`config.mk`:
```
export PLATFORM = sky130hd
export DESIGN_NAME = switch_button_input_reader
export DESIGN_NICKNAME = d
export VERILOG_FILES = /design/src/rtl/switch_button_input_reader.sv
export SDC_FILE = /design/constraint.sdc
export NUM_CORES = 1
export LEC_CHECK = 0
export ABC_AREA = 0
export BUFFER_PORTS_ARGS = -buffer_cell sky130_fd_sc_hd__buf_4
export CORE_MARGIN = 4
export CORE_UTILIZATION = 55
export CTS_BUF_LIST = sky130_fd_sc_hd__clkbuf_8 sky130_fd_sc_hd__clkbuf_16
export DETAILED_ROUTE_END_ITERATION = 7
export GPL_ROUTABILITY_DRIVEN = 1
export PLACE_DENSITY = 0.72
export SETUP_SLACK_MARGIN = 0.15
export SLEW_MARGIN = 20
export SYNTH_ARGS = -nofsm -noshare
export SYNTH_HDL_FRONTEND = slang
export SYNTH_SLANG_ARGS = --single-unit
```
`constraint.sdc`:
```
create_clock -name clock -period 2.58 [get_ports clock]
set_input_delay 0.258 -clock clock [delete_from_list [all_inputs] [get_ports clock]]
set_output_delay 0.258 -clock clock [all_outputs]
set_load 0.02 [all_outputs]
```
`src/rtl/switch_button_input_reader.sv`:
```
// Synchronizes and debounces board switches and push-buttons, and turns each button
// press into a single level request/acknowledge handshake. Optional macro: SELECT_LOCK_EN.
module switch_button_input_reader #(
    parameter int DEBOUNCE_CYCLES = 1000000,
    parameter int SYNC_STAGES     = 2
) (
    input  logic clock,
    input  logic reset,
    input  logic switch0,
    input  logic switch1,
    input  logic btn_write,
    input  logic btn_read,
    input  logic write_ack,
    input  logic read_ack,
    output logic write_sel,
    output logic read_sel,
    output logic sel_changed,
    output logic write_req,
    output logic write_req_blk,
    output logic read_req,
    output logic read_req_blk
);

    localparam int CNT_W = $clog2(DEBOUNCE_CYCLES + 1);
    localparam logic [CNT_W-1:0] CNT_LAST = CNT_W'(DEBOUNCE_CYCLES - 1);

    typedef enum logic [1:0] {
        IDLE    = 2'd0,
        REQ     = 2'd1,
        RELEASE = 2'd2
    } chan_state_t;

    // Bit order: 0 switch0, 1 switch1, 2 btn_write, 3 btn_read
    logic [3:0] raw;
    logic [3:0] stable;

    assign raw = {btn_read, btn_write, switch1, switch0};

    for (genvar i = 0; i < 4; i++) begin : g_input
        logic [SYNC_STAGES-1:0] chain;
        logic                   q;
        logic [CNT_W-1:0]       cnt;

        // The debounce compares against the last synchronizer stage; q only moves
        // after DEBOUNCE_CYCLES consecutive disagreeing edges.
        always_ff @(posedge clock) begin
            if (reset) begin
                chain <= '0;
                q     <= 1'b0;
                cnt   <= '0;
            end else begin
                chain <= {chain[SYNC_STAGES-2:0], raw[i]};
                if (chain[SYNC_STAGES-1] == q) begin
                    cnt <= '0;
                end else if (cnt == CNT_LAST) begin
                    q   <= chain[SYNC_STAGES-1];
                    cnt <= '0;
                end else begin
                    cnt <= cnt + CNT_W'(1);
                end
            end
        end

        assign stable[i] = q;
    end

    logic btn_w_d;
    logic btn_w_prev;
    logic btn_r_d;
    logic btn_r_prev;

    // Buttons are delayed to line up with the select registers, so a request
    // captures the select value that was already visible when it rose.
    always_ff @(posedge clock) begin
        if (reset) begin
            btn_w_d    <= 1'b0;
            btn_w_prev <= 1'b0;
            btn_r_d    <= 1'b0;
            btn_r_prev <= 1'b0;
        end else begin
            btn_w_d    <= stable[2];
            btn_w_prev <= btn_w_d;
            btn_r_d    <= stable[3];
            btn_r_prev <= btn_r_d;
        end
    end

    logic sel_hold;

`ifdef SELECT_LOCK_EN
    assign sel_hold = write_req | read_req;
`else
    assign sel_hold = 1'b0;
`endif

    always_ff @(posedge clock) begin
        if (reset) begin
            write_sel   <= 1'b0;
            read_sel    <= 1'b0;
            sel_changed <= 1'b0;
        end else if (sel_hold) begin
            sel_changed <= 1'b0;
        end else begin
            write_sel   <= stable[0];
            read_sel    <= stable[1];
            sel_changed <= (stable[0] != write_sel) || (stable[1] != read_sel);
        end
    end

    chan_state_t w_state;
    chan_state_t r_state;

    always_ff @(posedge clock) begin
        if (reset) begin
            w_state       <= IDLE;
            write_req     <= 1'b0;
            write_req_blk <= 1'b0;
        end else begin
            case (w_state)
                IDLE: begin
                    if (btn_w_d && !btn_w_prev) begin
                        w_state       <= REQ;
                        write_req     <= 1'b1;
                        write_req_blk <= write_sel;
                    end
                end
                REQ: begin
                    if (write_ack) begin
                        write_req <= 1'b0;
                        w_state   <= btn_w_d ? RELEASE : IDLE;
                    end
                end
                RELEASE: begin
                    if (!btn_w_d) begin
                        w_state <= IDLE;
                    end
                end
                default: begin
                    w_state   <= IDLE;
                    write_req <= 1'b0;
                end
            endcase
        end
    end

    // Mirror of the write channel; the two handshakes never interact.
    always_ff @(posedge clock) begin
        if (reset) begin
            r_state      <= IDLE;
            read_req     <= 1'b0;
            read_req_blk <= 1'b0;
        end else begin
            case (r_state)
                IDLE: begin
                    if (btn_r_d && !btn_r_prev) begin
                        r_state      <= REQ;
                        read_req     <= 1'b1;
                        read_req_blk <= read_sel;
                    end
                end
                REQ: begin
                    if (read_ack) begin
                        read_req <= 1'b0;
                        r_state  <= btn_r_d ? RELEASE : IDLE;
                    end
                end
                RELEASE: begin
                    if (!btn_r_d) begin
                        r_state <= IDLE;
                    end
                end
                default: begin
                    r_state  <= IDLE;
                    read_req <= 1'b0;
                end
            endcase
        end
    end

endmodule
```
==> results of run 1 <==
[per-stage QoR]
stage,area (µm²),worst slack [ps],hold WS (ps)
CTS,4969,503.5,88.84
detailed placement,4800,526.7,427.0
finish,4969,509.1,109.0
global route,4969,347.9,92.96
global placement,4800,579.6,418.6
floorplan,4576,630.8,386.2
[how the worst max path moves through the flow]
stage	end	slack (ps)	cells after the start
after detailed placement	g_input[0].cnt[18]	530	5
final	g_input[0].cnt[18]	510	5
after CTS	g_input[0].cnt[18]	500	5
after global routing	g_input[0].cnt[18]	350	5
after floorplan	g_input[0].cnt[18]	630	6
after global placement	g_input[0].cnt[18]	580	5
[routing by layer]
layer  vias up  GRT usage, %
met5         -             0
met4         0         5.147
met3         9         4.137
met2        37         29.86
met1      1674         21.00
li1       1872             -
[power groups by stage]
stage               registers, µW  logic (µW)  clock network, µW
floorplan                    1700        24.2                  0
global placement             1700        40.4                  0
detailed placement           1700        41.5                  0
CTS                          1660        41.5                926
global route                 1660        45.5                987
finish                       1660        40.6                878
[Yosys cell counts, drive strengths merged]
| master | instances | area share, % |
|---|---|---|
| dfxtp | 107 | 47 |
| nor2 | 72 | 5.9 |
| xnor2 | 39 | 7.5 |
| nand3 | 30 | 3.4 |
| a21oi | 28 | 3.1 |
| inv | 24 | 2.0 |
| nand2 | 22 | 1.8 |
| o21ai | 20 | 2.2 |
| nand4 | 19 | 2.6 |
| nor3 | 18 | 2.0 |
| nor2b | 17 | 2.3 |
| or3 | 17 | 2.3 |
| xor2 | 17 | 3.3 |
| or4 | 15 | 2.5 |
| nor4 | 13 | 1.8 |
| clkbuf | 10 | 0.82 |
| o31ai | 7 | 1.1 |
| buf | 5 | 0.55 |
| nor3b | 5 | 0.82 |
| and3 | 4 | 0.55 |
| and4 | 4 | 0.77 |
| ha | 4 | 1.1 |
| nor4b | 4 | 0.77 |
| nand2b | 3 | 0.41 |
| or2 | 3 | 0.41 |
| a21boi | 2 | 0.33 |
| a31o | 2 | 0.38 |
| and2 | 2 | 0.27 |
| mux2i | 2 | 0.44 |
| nand3b | 2 | 0.33 |
| o32a | 2 | 0.44 |
| mux2 | 1 | 0.25 |
| nand4b | 1 | 0.19 |
| nand4bb | 1 | 0.25 |
| o41ai | 1 | 0.19 |
| or4b | 1 | 0.22 |
[kinds of logic after synthesis]
kind of cell,count (synthesis),synth area share [%]
xor gates and xnor gates,56,10.72
muxes,3,0.6836
adders and majority gates,4,1.094
buffers and inverters,39,3.336
DFF,107,46.81
and+or+nand+nor,253,29.61
AOI/OAI and AO/OA,62,7.738
[sequential cells by signal, summed over array words and instances (netlist names)]
signal,flops
btn_w_d,1
g_input.cnt,80
btn_r_d,1
btn_w_prev,1
g_input.chain,8
read_req,1
w_state,2
write_req,1
write_sel,1
read_req_blk,1
btn_r_prev,1
write_req_blk,1
sel_changed,1
read_sel,1
r_state,2
g_input.q,4
[final cells by class]
type | instances | area, µm² | area share (%)
multi-input combinational | 378 | 2286 | 46.01
timing repair buffer | 20 | 150.1 | 3.022
tap | 105 | 131.4 | 2.644
inverter | 24 | 90.09 | 1.813
clock buffer | 9 | 123.9 | 2.493
clock inverter | 7 | 45.04 | 0.9066
sequential | 107 | 2142 | 43.11
[critical path, stage by stage, from the launching register on]
cell and delay (ps):
dfxtp_1 400, ha_1 240, nand2_1 100, or4_1 620, or4_1 500, a21oi_1 140
==> summary.md, run 1 <==
| Metric | Value |
|---|---|
| Max Clk Rate | `482.9 MHz` |
| Sequential element share of the synthesized area | `46.81%` |
| Clock Pin Slew Worst Setup and Hold Paths | `90 ps` |
| Setup slack, reg-to-reg | `510 ps` |
| Status | `finished clean` |
| Syn Std Cell Area | `4576 µm²` |
| Placed cells | `634` |
| Internal | `2022 µW` |
| Pin count of the biggest net entering global routing | `32` |
| Via Count | `3592` |
| Worst Hold Depth | `2` |
| Share of layout cells above drive strength 1 | `8.073%` |
| Drt pass-1 iters | `4` |
| #FFs+latches synth | `107` |
| Reg2reg end | `g_input[0].cnt[18]` |
| Hold Crit Class | `primary input to flip-flop` |
| Most common cell after layout, fill and taps aside | `dfxtp_1` |
| DR WL met2 | `3808 µm` |
| Final GP Congestion | `0.8100` |
| Post-Synthesis Cells | `524` |
| # clock sinks | `107` |
| Max-slew headroom | `59.53%` |
| DRT iter0 DRCs | `85` |
| Synth Warn # | `0` |
| First-pass GRT wire length | `14350 µm` |
| Critical Path Start | `g_input[0].cnt[0]` |
| Worst skew pair latency | `350 ps` |
| Die W | `99.21 µm` |
| Synth cell types | `39` |
| Final setup violation count | `0` |
| WL met3 | `215 µm` |
| Post-cts hold buffer count | `0` |
| Seq pwr share | `64.4%` |
| Worst Hold End | `g_input[2].chain[0]` |
| Max cap viols | `0` |
| TritonCTS clock tree | `done` |
| Clock period minus worst slack | `2071 ps` |
| Vias/cell | `5.526` |
| Reg2Reg Depth | `5` |
| Worst setup EP type | `flip-flop` |
| Actual slew at the worst max-slew pin | `602.5 ps` |
| Synth Net Count | `536` |
| CP Data Required Time | `2870 ps` |
| HP Start | `btn_write` |
| Crit path max fanout | `8` |
| Initial Util | `56.25%` |
| # Post-CTS Setup Buffers | `0` |
| Clock share of power | `34.0%` |
| Core Area | `8134 µm²` |
| RSZ-0062 raised after global routing | `false` |
| Final nets | `552` |
| Clk_skew | `9.204 ps` |
| Logic pwr share | `1.6%` |
| Total gr overflow | `0` |
| Reg2reg start | `g_input[0].cnt[0]` |
| Setup TNS Final | `0 ps` |
| Total Routing Usage GR | `17.15%` |
| Routed Antenna Nets | `0` |
| Fill cell count | `747` |
| Crit path kind | `flip-flop to flip-flop` |
| Most frequent cells in the layout | `dfxtp_1, nor2_1, xnor2_1` |
| # H-tree levels | `3` |
| Net Sw Frac | `21.64%` |
| DRC viols | `0` |
| Final Hold Fails | `0` |
| Final cell count without fillers | `650` |
| # resized after CTS | `0` |
| Area grow syn2layout | `8.586%` |
| Num CTS Buffers | `9` |
| Slew Limit Fails | `0` |
| # rows | `33` |
| Initial antenna violation count | `0` |
| Clock Tree Root | `clkbuf_8` |
| DR top layer | `met4` |
| Wl on met1 | `3585 µm` |
| Leak pwr | `0.001453 µW` |
| Final worst-path cycle share | `80.27%` |
| Maximum vdd ir drop | `0.3443 mV` |
| Clk buf depth | `2` |
| Power per cell area | `519.3 nW/µm²` |
| Ant. Diodes | `0` |
| Arrival @ worst endpoint | `2360 ps` |
| Overall Power | `2580 µW` |
| Vias in the first global route | `3392` |
| Syn_area_per_cell | `8.732 µm²` |
| IO Count | `15` |
| Die area | `9843 µm²` |
| Avg WL per Cell | `11.84 µm` |
| IO buf count | `14` |
| Die Ht | `99.21 µm` |
| Post-layout util | `61.08%` |
| Hpwl dp | `5586 µm` |
| CP startpoint kind | `flip-flop` |
| Net switching power | `558.3 µW` |
| Post-Route WL | `7693 µm` |
No activity file was read; power rests on OpenSTA's default activity.
==> run 2: changes to the inputs <==
--- a/config.mk
+++ b/config.mk
@@ -12,7 +12,7 @@
 export CTS_BUF_LIST = sky130_fd_sc_hd__clkbuf_8 sky130_fd_sc_hd__clkbuf_16
 export DETAILED_ROUTE_END_ITERATION = 7
 export GPL_ROUTABILITY_DRIVEN = 1
-export PLACE_DENSITY = 0.72
+export PLACE_DENSITY = 0.75
 export SETUP_SLACK_MARGIN = 0.15
 export SLEW_MARGIN = 20
 export SYNTH_ARGS = -nofsm -noshare
==> constraint.sdc (replaced) <==
create_clock -name clock -period 1.7 [get_ports clock]
set_input_delay 0.17 -clock clock [delete_from_list [all_inputs] [get_ports clock]]
set_output_delay 0.17 -clock clock [all_outputs]
set_load 0.02 [all_outputs]
==> summary.md, run 2 (same netlist as run 1, synthesis figures left out) <==
| Metric | Value |
|---|---|
| Placed instance area | `5263 µm² (was 4800 µm²)` |
| Cell area after layout | `5958 µm² (was 4969 µm²)` |
| IO Count | `15 (unchanged)` |
| Share of layout cells above drive strength 1 | `32.23% (was 8.073%)` |
| Worst Hold Depth | `2 (unchanged)` |
| DRC viols | `0 (unchanged)` |
| First-pass GRT wire length | `15890 µm (was 14350 µm)` |
| Num CTS Buffers | `9 (unchanged)` |
| Vias in the first global route | `3660 (was 3392)` |
| Biggest regs | `g_input.cnt: 80 flops, g_input.chain: 8 flops, g_input.q: 4 flops (unchanged)` |
| Status | `finished, violations left (was finished clean)` |
| Avg WL per Cell | `14.46 µm (was 11.84 µm)` |
| Most common cell after layout, fill and taps aside | `dfxtp_1 (unchanged)` |
| Post-cts hold buffer count | `0 (unchanged)` |
| # clock sinks | `107 (unchanged)` |
| Total gr overflow | `0 (unchanged)` |
| Post-Route WL | `10230 µm (was 7693 µm)` |
| Die area | `9843 µm² (unchanged)` |
| Ant. Diodes | `0 (unchanged)` |
| CP Data Required Time | `2000 ps (was 2870 ps)` |
| Placed cells | `680 (was 634)` |
| Via Count | `3938 (was 3592)` |
| Final GP Congestion | `0.8951 (was 0.8100)` |
| Critical path's slowest cell | `or4_4 (was or4_1)` |
| Setup TNS Final | `-8045 ps (was 0 ps)` |
| Drt pass-1 iters | `4 (unchanged)` |
| # rows | `33 (unchanged)` |
| Crit path max fanout | `3 (was 8)` |
| Arrival @ worst endpoint | `2210 ps (was 2360 ps)` |
| Hold Crit Class | `primary input to flip-flop (unchanged)` |
| Final nets | `609 (was 552)` |
| Cell Chain, Critical Path | `or4_1 > or4_4 > or3_4 > a21oi_2 (was ha_1 > nand2_1 > or4_1 > or4_1 > a21oi_1)` |
| Clock Pin Slew Worst Setup and Hold Paths | `90 ps (about the same)` |
| Maximum vdd ir drop | `0.5435 mV (was 0.3443 mV)` |
| Initial antenna violation count | `0 (unchanged)` |
| Clock period minus worst slack | `1913 ps (was 2071 ps)` |
| Leak pwr | `0.001924 µW (was 0.001453 µW)` |
| Crit path largest cell delay | `560 ps (was 620 ps)` |
| Initial Util | `56.25% (unchanged)` |
| Die Ht | `99.21 µm (unchanged)` |
| Clk buf depth | `2 (unchanged)` |
| Routed Antenna Nets | `0 (unchanged)` |
| Die W | `99.21 µm (unchanged)` |
| Final setup violation count | `42 (was 0)` |
| Max-slew headroom | `71.28% (was 59.53%)` |
| Area grow syn2layout | `30.22% (was 8.586%)` |
| Reg2Reg Depth | `4 (was 5)` |
| Max reg flops | `80 (unchanged)` |
| Actual slew at the worst max-slew pin | `429.9 ps (was 602.5 ps)` |
| Core Area | `8134 µm² (unchanged)` |
| Final worst-path cycle share | `112.5% (was 80.27%)` |
| Vias/cell | `5.570 (was 5.526)` |
| TritonCTS clock tree | `done (unchanged)` |
| Reg with most FFs | `g_input.cnt (unchanged)` |
| Critical Path Stages | `4 (was 5)` |
| Crit path kind | `flip-flop to flip-flop (unchanged)` |
| Clock Tree Root | `clkbuf_8 (unchanged)` |
| CP startpoint kind | `flip-flop (unchanged)` |
| IO buf count | `14 (unchanged)` |
| Most frequent cells in the layout | `dfxtp_1, buf_4, nor2_1 (was dfxtp_1, nor2_1, xnor2_1)` |
| Clk_skew | `12.56 ps (was 9.204 ps)` |
| Worst skew pair latency | `370 ps (was 350 ps)` |
| Cell family with most CP delay | `simple AND/OR/NAND/NOR gates (unchanged)` |
| Final Hold Fails | `0 (unchanged)` |
| Pin count of the biggest net entering global routing | `32 (unchanged)` |
| Failing checks | `negative setup slack` |
| DRT iter0 DRCs | `129 (was 85)` |
| Max cap viols | `0 (unchanged)` |
| Hpwl dp | `6411 µm (was 5586 µm)` |
| RSZ-0062 raised after global routing | `true (was false)` |
| Total Routing Usage GR | `19.43% (was 17.15%)` |
| # H-tree levels | `3 (unchanged)` |
| Final cell count without fillers | `707 (was 650)` |
| CP Buf/Inv Count | `0 (unchanged)` |
| Setup WS post-layout | `-213.3 ps (was 509.1 ps)` |
| Overall Power | `3974 µW (was 2580 µW)` |
| Power per cell area | `667.0 nW/µm² (was 519.3 nW/µm²)` |
| Pre-CTS setup slack | `-211.6 ps (was 526.7 ps)` |
| Slew Limit Fails | `0 (unchanged)` |
| Worst setup EP type | `flip-flop (unchanged)` |
| Max Clk Rate | `522.7 MHz (was 482.9 MHz)` |
| Fill cell count | `566 (was 747)` |
## run 2: cell count changes in the layout (fill, tap and decap cells not counted), sizes merged
| cell | delta |
|---|---|
| clkinv | +2 |
| buf | +57 |
| clkinvlp | -2 |
## run 2: per-layer routing
| layer | vias up | global-route usage, % | share of wire [%] |
|---|---|---|---|
| met5 | - | 0 | 0 |
| met4 | 0 | 8.929 | 3.1 |
| met3 | 28 | 3.226 | 3.0 |
| met2 | 68 | 33.83 | 50 |
| met1 | 1858 | 23.43 | 43 |
| li1 | 1984 | - | - |
## run 2: report_power, final
| group | internal, µW | leakage, µW | switching (µW) |
|---|---|---|---|
| Clock | 529 | 0.0000849 | 845 |
| Sequential | 2500 | 0.000881 | 7.59 |
| Combinational | 38.6 | 0.000958 | 50.3 |
| Total | 3070 | 0.00192 | 903 |
## run 2: area by class of cell
| cell class | count | area [µm²] | share of cell area (%) |
|---|---|---|---|
| Clock inverter | 7 | 42.54 | 0.7140 |
| Sequential cell | 107 | 2198 | 36.90 |
| Timing Repair Buffer | 77 | 628.1 | 10.54 |
| Clock buffer | 9 | 123.9 | 2.079 |
| Multi-Input combinational cell | 378 | 2744 | 46.05 |
| Tap cell | 105 | 131.4 | 2.205 |
| Inverter | 24 | 90.09 | 1.512 |
## run 2: worst paths after layout
path	start	endpoint	slack, ps
max reg2reg	g_input[0].cnt[12]	g_input[0].q	-210
min	btn_write	g_input[2].chain[0]	20
min reg2reg	g_input[1].cnt[0]	g_input[1].cnt[0]	450
max	g_input[0].cnt[12]	g_input[0].q	-210
## run 2: worst reg2reg max path: stages, from the launching register on
cell and delay (ps):
dfxtp_2 330, or4_1 510, or4_4 560, or3_4 340, a21oi_2 110
## run 2: repair_timing
action	4_1_cts	5_1_grt
resized for setup	26	91
setup endpoints to repair	64	82
pin swaps	5	24
buffers inserted	6	3
gates cloned	1	1
## run 2: per-stage QoR
| step | utilization, % | hold slack (ps) |
|---|---|---|
| after floorplan | - | 298.2 |
| after global placement | 64.70 | 382.2 |
| after detailed placement | 64.70 | 389.4 |
| after CTS | 68.33 | 5.146 |
| after global routing | 73.25 | 9.271 |
| final | 73.25 | 18.27 |
